## config.mk

```make
export PLATFORM = sky130hd
export DESIGN_NAME = mem_port_arbiter
export DESIGN_NICKNAME = d
export VERILOG_FILES = /design/src/rtl/mem_port_arbiter_pkg.sv /design/src/rtl/mem_arb_priority.sv /design/src/rtl/mem_port_arbiter.sv
export SDC_FILE = /design/constraint.sdc
export NUM_CORES = 1
export LEC_CHECK = 0
export CORE_UTILIZATION = 36
export DETAILED_ROUTE_END_ITERATION = 8
export PLACE_DENSITY = 0.76
export SLEW_MARGIN = 20
export SYNTH_ARGS = -nofsm -noshare
export SYNTH_HDL_FRONTEND = slang
export SYNTH_SLANG_ARGS = --single-unit
```

## constraint.sdc

```tcl
create_clock -name clk -period 1.72 [get_ports clk]
set_input_delay 0.43 -clock clk [delete_from_list [all_inputs] [get_ports clk]]
set_output_delay 0.43 -clock clk [all_outputs]
set_load 0.1 [all_outputs]
```

## src/rtl/mem_port_arbiter_pkg.sv

```systemverilog
// mem_port_arbiter_pkg: shared types and constants for the memory port arbiter.
//   addr_t / op_t  - datapath address and data words
//   arb_state_t    - transaction FSM states
//   requester_t    - requester identity (instruction fetch or data)
//   starve_cnt_t   - width of the IF starvation counter
//   ReadLatencyMax / MaxStarveLimit - largest legal parameter values
package mem_port_arbiter_pkg;

    typedef logic [31:0] addr_t;
    typedef logic [31:0] op_t;

    typedef enum logic [1:0] {
        StIdle,
        StAccess,
        StResp
    } arb_state_t;

    typedef enum logic {
        ReqIf = 1'b0,
        ReqD  = 1'b1
    } requester_t;

    typedef logic [3:0] starve_cnt_t;

    localparam int unsigned ReadLatencyMax = 3;
    localparam int unsigned MaxStarveLimit = 15;

endpackage

```

## src/rtl/mem_arb_priority.sv

```systemverilog
// mem_arb_priority: winner select and IF starvation counter.
//   clk, rst  - clock, synchronous active-high reset
//   if_valid  - IF request valid
//   d_valid   - D request valid
//   grant_en  - arbitration is open this cycle (arbiter idle)
//   winner    - selected requester, requester_t encoding (0 = IF, 1 = D)
//   grant     - a request is accepted this cycle (grant_en and any valid)
module mem_arb_priority
    import mem_port_arbiter_pkg::*;
#(
    parameter int unsigned MAX_STARVE = 4
) (
    input  logic clk,
    input  logic rst,
    input  logic if_valid,
    input  logic d_valid,
    input  logic grant_en,
    output logic winner,
    output logic grant
);

    localparam int unsigned MaxStarveEff =
        (MAX_STARVE > MaxStarveLimit) ? MaxStarveLimit : MAX_STARVE;
    localparam starve_cnt_t StarveCap = starve_cnt_t'(MaxStarveEff);

    starve_cnt_t starve_q, starve_d;
    logic        force_if;
    requester_t  win_sel;

    // A cap of zero disables forcing: data keeps strict priority.
    always_comb begin
        force_if = (StarveCap != '0) && (starve_q == StarveCap);
        if (d_valid && !(if_valid && force_if)) begin
            win_sel = ReqD;
        end else begin
            win_sel = ReqIf;
        end
    end

    assign winner = win_sel;
    assign grant  = grant_en && (if_valid || d_valid);

    // Counts only accepted D grants that left a waiting IF behind.
    always_comb begin
        starve_d = starve_q;
        if (grant) begin
            if (win_sel == ReqIf) begin
                starve_d = '0;
            end else if (if_valid && (starve_q < StarveCap)) begin
                starve_d = starve_q + 4'd1;
            end
        end
    end

    always_ff @(posedge clk) begin
        if (rst) begin
            starve_q <= '0;
        end else begin
            starve_q <= starve_d;
        end
    end

endmodule

```

## src/rtl/mem_port_arbiter.sv

```systemverilog
// mem_port_arbiter: shares one single-port memory between instruction fetch (IF)
// and data load/store (D). One transaction in flight: IDLE -> ACCESS -> RESP.
// Data wins arbitration unless IF has lost MAX_STARVE times in a row.
//
// Parameters:
//   READ_LATENCY - cycles from mem_addr to valid mem_rdata (0..3)
//   MAX_STARVE   - IF losses before IF is forced to win, 0 = strict D priority (0..15)
// Ports:
//   clk, rst                      - clock, synchronous active-high reset
//   if_req_valid/addr/ready       - IF read request handshake
//   if_resp_valid/data            - IF response pulse and registered read data
//   d_req_valid/write/addr/wdata  - D request (write=1 store, 0 load)
//   d_req_ready                   - D request accepted
//   d_resp_valid/data             - D response pulse, data 0 for stores
//   mem_addr/write/wdata/rdata    - memory port
//   busy                          - transaction in flight
// Optional build macro MEM_ARB_PERF_EN adds saturating counters
//   perf_if_grants, perf_d_grants, perf_conflicts (IDLE cycles with both valid).
module mem_port_arbiter
    import mem_port_arbiter_pkg::*;
#(
    parameter int unsigned READ_LATENCY = 0,
    parameter int unsigned MAX_STARVE   = 4
) (
    input  logic        clk,
    input  logic        rst,
    input  logic        if_req_valid,
    input  logic [31:0] if_req_addr,
    output logic        if_req_ready,
    output logic        if_resp_valid,
    output logic [31:0] if_resp_data,
    input  logic        d_req_valid,
    input  logic        d_req_write,
    input  logic [31:0] d_req_addr,
    input  logic [31:0] d_req_wdata,
    output logic        d_req_ready,
    output logic        d_resp_valid,
    output logic [31:0] d_resp_data,
    output logic [31:0] mem_addr,
    output logic        mem_write,
    output logic [31:0] mem_wdata,
    input  logic [31:0] mem_rdata,
    output logic        busy
`ifdef MEM_ARB_PERF_EN
    ,
    output logic [31:0] perf_if_grants,
    output logic [31:0] perf_d_grants,
    output logic [31:0] perf_conflicts
`endif
);

    localparam int unsigned ReadLatencyEff =
        (READ_LATENCY > ReadLatencyMax) ? ReadLatencyMax : READ_LATENCY;
    localparam logic [1:0] LatLoad = 2'(ReadLatencyEff);

    arb_state_t state_q, state_d;
    requester_t owner_q, owner_d;
    addr_t      addr_q, addr_d;
    logic       write_q, write_d;
    op_t        wdata_q, wdata_d;
    logic [1:0] lat_q, lat_d;
    op_t        if_data_q, if_data_d;
    op_t        d_data_q, d_data_d;

    logic       idle;
    logic       winner;
    logic       grant;
    requester_t winner_req;

    assign idle = (state_q == StIdle);

    mem_arb_priority #(
        .MAX_STARVE(MAX_STARVE)
    ) u_priority (
        .clk     (clk),
        .rst     (rst),
        .if_valid(if_req_valid),
        .d_valid (d_req_valid),
        .grant_en(idle),
        .winner  (winner),
        .grant   (grant)
    );

    assign winner_req = requester_t'(winner);

    // grant already implies the arbiter is idle and the winner is valid.
    assign if_req_ready = grant && (winner_req == ReqIf) && if_req_valid;
    assign d_req_ready  = grant && (winner_req == ReqD) && d_req_valid;

    always_comb begin
        state_d   = state_q;
        owner_d   = owner_q;
        addr_d    = addr_q;
        write_d   = write_q;
        wdata_d   = wdata_q;
        lat_d     = lat_q;
        if_data_d = if_data_q;
        d_data_d  = d_data_q;

        unique case (state_q)
            StIdle: begin
                if (grant) begin
                    state_d = StAccess;
                    owner_d = winner_req;
                    if (winner_req == ReqD) begin
                        addr_d  = d_req_addr;
                        write_d = d_req_write;
                        wdata_d = d_req_wdata;
                        lat_d   = d_req_write ? 2'd0 : LatLoad;
                    end else begin
                        addr_d  = if_req_addr;
                        write_d = 1'b0;
                        wdata_d = '0;
                        lat_d   = LatLoad;
                    end
                end
            end
            StAccess: begin
                // Last access cycle: rdata is valid now, capture it for the owner.
                if (lat_q == 2'd0) begin
                    state_d = StResp;
                    if (owner_q == ReqIf) begin
                        if_data_d = mem_rdata;
                    end else begin
                        d_data_d = write_q ? '0 : mem_rdata;
                    end
                end else begin
                    lat_d = lat_q - 2'd1;
                end
            end
            StResp: begin
                state_d = StIdle;
            end
            default: begin
                state_d = StIdle;
            end
        endcase
    end

    always_ff @(posedge clk) begin
        if (rst) begin
            state_q   <= StIdle;
            owner_q   <= ReqIf;
            addr_q    <= '0;
            write_q   <= 1'b0;
            wdata_q   <= '0;
            lat_q     <= 2'd0;
            if_data_q <= '0;
            d_data_q  <= '0;
        end else begin
            state_q   <= state_d;
            owner_q   <= owner_d;
            addr_q    <= addr_d;
            write_q   <= write_d;
            wdata_q   <= wdata_d;
            lat_q     <= lat_d;
            if_data_q <= if_data_d;
            d_data_q  <= d_data_d;
        end
    end

    // addr_q only changes on a handshake, so mem_addr holds between accesses.
    assign mem_addr      = addr_q;
    assign mem_write     = (state_q == StAccess) && write_q;
    assign mem_wdata     = wdata_q;
    assign if_resp_valid = (state_q == StResp) && (owner_q == ReqIf);
    assign d_resp_valid  = (state_q == StResp) && (owner_q == ReqD);
    assign if_resp_data  = if_data_q;
    assign d_resp_data   = d_data_q;
    assign busy          = !idle;

`ifdef MEM_ARB_PERF_EN
    logic [31:0] perf_if_q, perf_d_q, perf_conf_q;

    always_ff @(posedge clk) begin
        if (rst) begin
            perf_if_q   <= '0;
            perf_d_q    <= '0;
            perf_conf_q <= '0;
        end else begin
            if (if_req_ready && (perf_if_q != '1)) begin
                perf_if_q <= perf_if_q + 32'd1;
            end
            if (d_req_ready && (perf_d_q != '1)) begin
                perf_d_q <= perf_d_q + 32'd1;
            end
            if (idle && if_req_valid && d_req_valid && (perf_conf_q != '1)) begin
                perf_conf_q <= perf_conf_q + 32'd1;
            end
        end
    end

    assign perf_if_grants = perf_if_q;
    assign perf_d_grants  = perf_d_q;
    assign perf_conflicts = perf_conf_q;
`endif

endmodule
```

=== Word-level counts from Yosys, hierarchy flattened ===
Index checks and enable logic that the tools add are counted.

* $add $sub $neg: 2
* $lt $le $gt $ge: 1
* Equality and inequality tests: 7
* Muxes and demuxes: 13
* Bitwise logic cells: 2
* Reduce and logical (&&, ||, !) cells: 23

{| class="wikitable"
|+ Operators by type and width
! kind !! count
|-
| $mux 32 || 3
|-
| $logic_and 1x1->1 || 11
|-
| $reduce_and 3->1 || 3
|-
| $mux 2 || 4
|-
| $mux 4 || 2
|-
| $pmux 2 s2 || 2
|-
| $ne 2x2->1 const B || 3
|-
| $reduce_and 2->1 || 3
|-
| $add 4x1->4 const B || 1
|-
| $eq 4x3->1 const B || 1
|-
| $logic_not 2->1 || 2
|-
| $lt 4x3->1 const B || 1
|-
| $eq 2x1->1 const B || 1
|-
| $eq 2x2->1 const B || 1
|-
| $logic_not 1->1 || 2
|-
| $mux 1 || 2
|-
| $ne 2x1->1 const B || 1
|-
| $not 1->1 || 2
|-
| $reduce_bool 2->1 || 1
|-
| $sub 2x1->2 const B || 1
|-
| $logic_or 1x1->1 || 1
|}

* Flip-flop bits (word level): 138
* Bits of input ports: 133
* Word-level logic and storage cells: 57

=== Longest topological paths before layout ===
* Depth after elaboration: 8
* Depth in mapped cells: 9
* Depth with buffers taken out: 6

=== Hierarchy ===
From an unflattened synthesis, not the netlist that was laid out.

* Cells, all modules: 599
* Area total of the unflattened synthesis: 5522.8 um^2

{| class="wikitable"
|+ Modules (own cells, without submodules)
! module !! instances !! cells an instance !! area an instance (um^2) !! sequential area each (um^2)
|-
| mem_port_arbiter || 1 || 572 || 5285.1 || 2682.6
|-
| mem_arb_priority || 1 || 27 || 237.7 || 80.1
|}

=== Worst setup path before layout ===
OpenSTA, ideal clock, no wires.

* Path type: reg2out
* Start: reg state_q[1]
* End: out if_resp_valid
* Arrival time: 2603 ps
* Data required time: 1290 ps
* Path slack: -1313 ps
* Stages on the path, launching flop included: 2
* Path buffers: 0
* Path through: dfxtp_1 -> nor3b_1

* Longest elaborated chain between the ends: 2

{| class="wikitable"
|+ RTL lines
! what !! RTL line !! text
|-
| from (decl) || mem_port_arbiter.sv:56 || <nowiki>arb_state_t state_q, state_d;</nowiki>
|-
| from (signal assigned) || mem_port_arbiter.sv:142 || <nowiki>state_q <= StIdle;</nowiki>
|-
| from (signal assigned) || mem_port_arbiter.sv:151 || <nowiki>state_q <= state_d;</nowiki>
|-
| $eq 2x2->1 || mem_port_arbiter.sv:166 || <nowiki>assign if_resp_valid = (state_q == StResp) && (owner_q == ReqIf);</nowiki>
|-
| $logic_and 1x1->1 || mem_port_arbiter.sv:166 ||
|-
| to (decl) || mem_port_arbiter.sv:30 || <nowiki>output logic if_resp_valid,</nowiki>
|}

No other way between the ends.

=== Worst setup path after layout ===
* Start: reg u_priority.starve_q[1]
* End: out d_req_ready

* Longest elaborated chain between the ends: 7

{| class="wikitable"
|+ RTL lines
! what !! RTL line !! text
|-
| from (decl) || mem_arb_priority.sv:26 || <nowiki>starve_cnt_t starve_q, starve_d;</nowiki>
|-
| from (signal assigned) || mem_arb_priority.sv:59 || <nowiki>starve_q <= starve_d;</nowiki>
|-
| $eq 4x3->1 || mem_arb_priority.sv:32 || <nowiki>force_if = (StarveCap != '0) && (starve_q == StarveCap);</nowiki>
|-
| $logic_and 1x1->1 || mem_arb_priority.sv:33 || <nowiki>if (d_valid && !(if_valid && force_if)) begin</nowiki>
|-
| $logic_not 1->1 || mem_arb_priority.sv:33 ||
|-
| $logic_and 1x1->1 || mem_arb_priority.sv:33 ||
|-
| $mux 1 || mem_arb_priority.sv:33 ||
|-
| $logic_and 1x1->1 (2 in series) || mem_port_arbiter.sv:88 || <nowiki>assign d_req_ready = grant && (winner_req == ReqD) && d_req_valid;</nowiki>
|-
| to (decl) || mem_port_arbiter.sv:36 || <nowiki>output logic d_req_ready,</nowiki>
|}

No other way between the ends.

==> out/metrics.csv <==
stage,metric,value,unit
worst_setup_path,critPathLaunchType,flop,
die,die_h,122.8,um
yosys,synth_edf_count,0,
yosys,syn_avg_cell_area,9.409,um2
detailed_routing,wl,19.00,mm
detailed_routing,wl_per_cell,18.53,um
clock_network,clock_latency,0.42,ns
global_routing,grt_pass1_wl,27.70,mm
worst_setup_path,rr_startpoint,u_priority.starve_q[1],
sta,final.setup.tns,-6.569,ns
sta,setup_violations,69,
final_layout,drive_gt1_frac,0.3077,
sta,rsz0062_at_grt,yes,
placed_design,port_buffers,266,
worst_setup_path,r2r_slack,-0.22,ns
final_layout,utilization,0.7370,
yosys,synth_area,5250,um2
placed_design,dp.cells,981,
hold_path,min_to,lat_q[1],
clock_network,htree_num_levels,4,
worst_setup_path,crit_fanout,2,
yosys,synth_seq_cells,138,
clock_network,cts.path.max_buffers,2,
die,die_w,122.8,um
clock_network,clk_pin_slew,0.06,ns
placed_design,pre_cts_ws,-0.4949,ns
yosys,yosysTopAreaCellShare,0.5262,
yosys,synthFlopType,dfxtp_1,
power,leakage,3.916,nW
yosys,synth_fp_nets,694,
sta,clock_skew,0.008566,ns
die,initial_core_util,0.3739,
sta,fin_crit,2.022,ns
detailed_routing,vias,5430,
clock_network,clockRootBuffer,clkbuf_16,
sta,slew_headroom,0.6928,
detailed_routing,wl_met2,10.02,mm
worst_setup_path,required,1.29,ns
final_layout,nets,968,
worst_setup_path,worstSetupPathType,reg2out,
clock_network,cts_tree,yes,
final_layout,diodes,0,
detailed_routing,drt_first_pass_iters,6,
worst_setup_path,worstPathArrival,1.59,ns
yosys,synth_largest_area_cell,dfxtp_1,
placed_design,dp_hpwl,13.36,mm
sta,finalHoldViolCount,0,
worst_setup_path,rr_endpoint,mem_addr[4],
sta,clock.fmax,494.6,MHz
global_routing,grt_max_degree,63,
detailed_routing,routed.top_layer,met5,
global_routing,global_route.usage.total,0.2445,
detailed_routing,drcViolationCount,0,
power,vdd_drop_max,584.9,uV
clock_network,cts_hold_buf,0,
clock_network,cts_buffers,17,
worst_setup_path,crit_start,u_priority.starve_q[1],
power,power_density,1029,nW/um2
sta,worst_pin_slew,0.4566,ns
detailed_routing,wl_met3,1.626,mm
clock_network,cts.sinks,138,
hold_path,hp-class,in2reg,
detailed_routing,drt_iter0_drc,462,
detailed_routing,routed_via_density,5.298,
detailed_routing,wl_met1,6.778,mm
die,die_area,15070,um2
run,maxCapViolations,0,
yosys,ys_warn_count,0,
final_layout,fillers,910,
die,rows,43,
hold_path,hold_depth,2,
status,violations,setup timing,
sta,layout_setup_ws,-0.3017,ns
die,core,14040,um2
final_layout,final_cells,1025,
hold_path,hp-start,rst,
sta,final_max_slew_viol_count,0,
final_layout,area_delta_synth_final,97.12,%
yosys,synthCells,558,
die,io_pins,267,
yosys,seq_area_frac_synth,0.5262,
worst_setup_path,r2r_cells,10,
global_routing,overflow,0,
status,status,finished with violations,
detailed_routing,final_antenna_net_count,0,
yosys,yosysUniqueCellTypes,37,
global_routing,antenna_found_initial,1,
yosys,async_flop_share,0,
yosys,synth.area.top_cells,"dfxtp_1 53%, nand2_1 7.0%, a22oi_2 6.7%, a21oi_1 6.4%, a222oi_1 6.1%",
sta,period_share,1.175,
worst_setup_path,end_kind,primary output,
placed_design,place.gp.congestion,0.8259,
global_routing,grt_pass1_vias,5432,
[sequential cells by signal, summed over array words and instances, names as in the netlist]
signal               flops
lat_q                    2
owner_q                  1
mem_wdata               32
write_q                  1
u_priority.starve_q      4
state_q                  2
if_resp_data            32
d_resp_data             32
mem_addr                32
[where the power goes]
| part | switching (mW) | internal, mW | leakage, nW |
|---|---|---|---|
| clock network | 1.40 | 2.29 | 0.291 |
| registers | 0.218 | 3.39 | 1.13 |
| logic | 2.02 | 1.34 | 2.50 |
| total | 3.64 | 7.01 | 3.92 |
[through the flow]
| step | total power, mW | hold WS, ns | area (um2) |
|---|---|---|---|
| floorplan | 5.509 | 0.4357 | 5283 |
| global placement | 6.845 | 0.4636 | 9482 |
| detailed placement | 6.908 | 0.4837 | 9482 |
| CTS | 10.66 | 0.4167 | 10200 |
| global route | 11.01 | 0.4291 | 10350 |
| finish | 10.65 | 0.4332 | 10350 |
[cells in the mapped netlist (3+ instances only)]
cell type	number
buf_6	12
buf_2	8
a222oi_1	32
buf_4	4
nand2_1	98
dfxtp_1	138
inv_1	4
clkbuf_1	25
nor2_1	74
a22oi_1	5
nand3b_1	33
ha_1	3
a22oi_2	28
a21oi_1	67
[timing repair]
item,4_1_cts,5_1_grt
gates resized for setup,22,13
buffers inserted,3,5
pin swaps,4,4
gates cloned,1,3
setup endpoints to repair,15,36
[how the worst max path moves through the flow]
| stage | depth (start not counted) | endpoint | slack, ns |
|---|---|---|---|
| 2_1_floorplan | 4 | if_req_ready | -0.08 |
| 3_3_place_gp | 4 | if_req_ready | -0.38 |
| 3_5_place_dp | 6 | mem_addr[4] | -0.49 |
| 4_1_cts | 5 | if_req_ready | -0.32 |
| 5_1_grt | 5 | if_req_ready | -0.37 |
| 6_report | 6 | d_req_ready | -0.30 |
[cell type report]
type	instances	area [um2]	share of cell area
repair buffers	305	4473	0.4322
flip-flops and latches	138	2769	0.2676
multi-input cells	365	2258	0.2182
clock buffers	18	429.2	0.04147
well taps	180	225.2	0.02176
clock inverters	14	172.7	0.01668
inverters	5	21.27	0.002055
[cell families after synthesis]
logic type | count (synthesis) | share of synthesized area
AO/OA/AOI/OAI | 139 | 0.2104
adder cells (fa/ha/maj) | 3 | 0.007150
multiplexers | 1 | 0.002145
AND/OR/NAND/NOR | 222 | 0.1928
flip-flops | 138 | 0.5262
buffers and inverters | 55 | 0.06125
[critical path, cell delays in order (launching register included)]
cell and delay, ns:
dfxtp_2 0.32, inv_2 0.06, ha_4 0.15, nand4b_4 0.12, buf_4 0.16, and3_4 0.19
buf_12 0.17
[layout by cell type (no fill, tap or decap), drive strengths merged, types with 3 or more instances in the layout]
master,synthesis,layout
a21oi,68,68
a222oi,32,32
a22oi,33,33
buf,25,172
bufinv,0,3
clkbuf,25,20
clkdlybuf4s50,0,129
clkinv,0,7
dfxtp,138,138
ha,3,3
inv,5,7
nand2,98,98
nand3b,33,33
nor2,76,76
[metal layers]
layer  GRT usage  vias up
li1            -     2520
met1      0.2576     2583
met2      0.4424      285
met3     0.07156       40
met4      0.1174        2
met5           0        -
No activity file was read; power rests on OpenSTA's default activity.
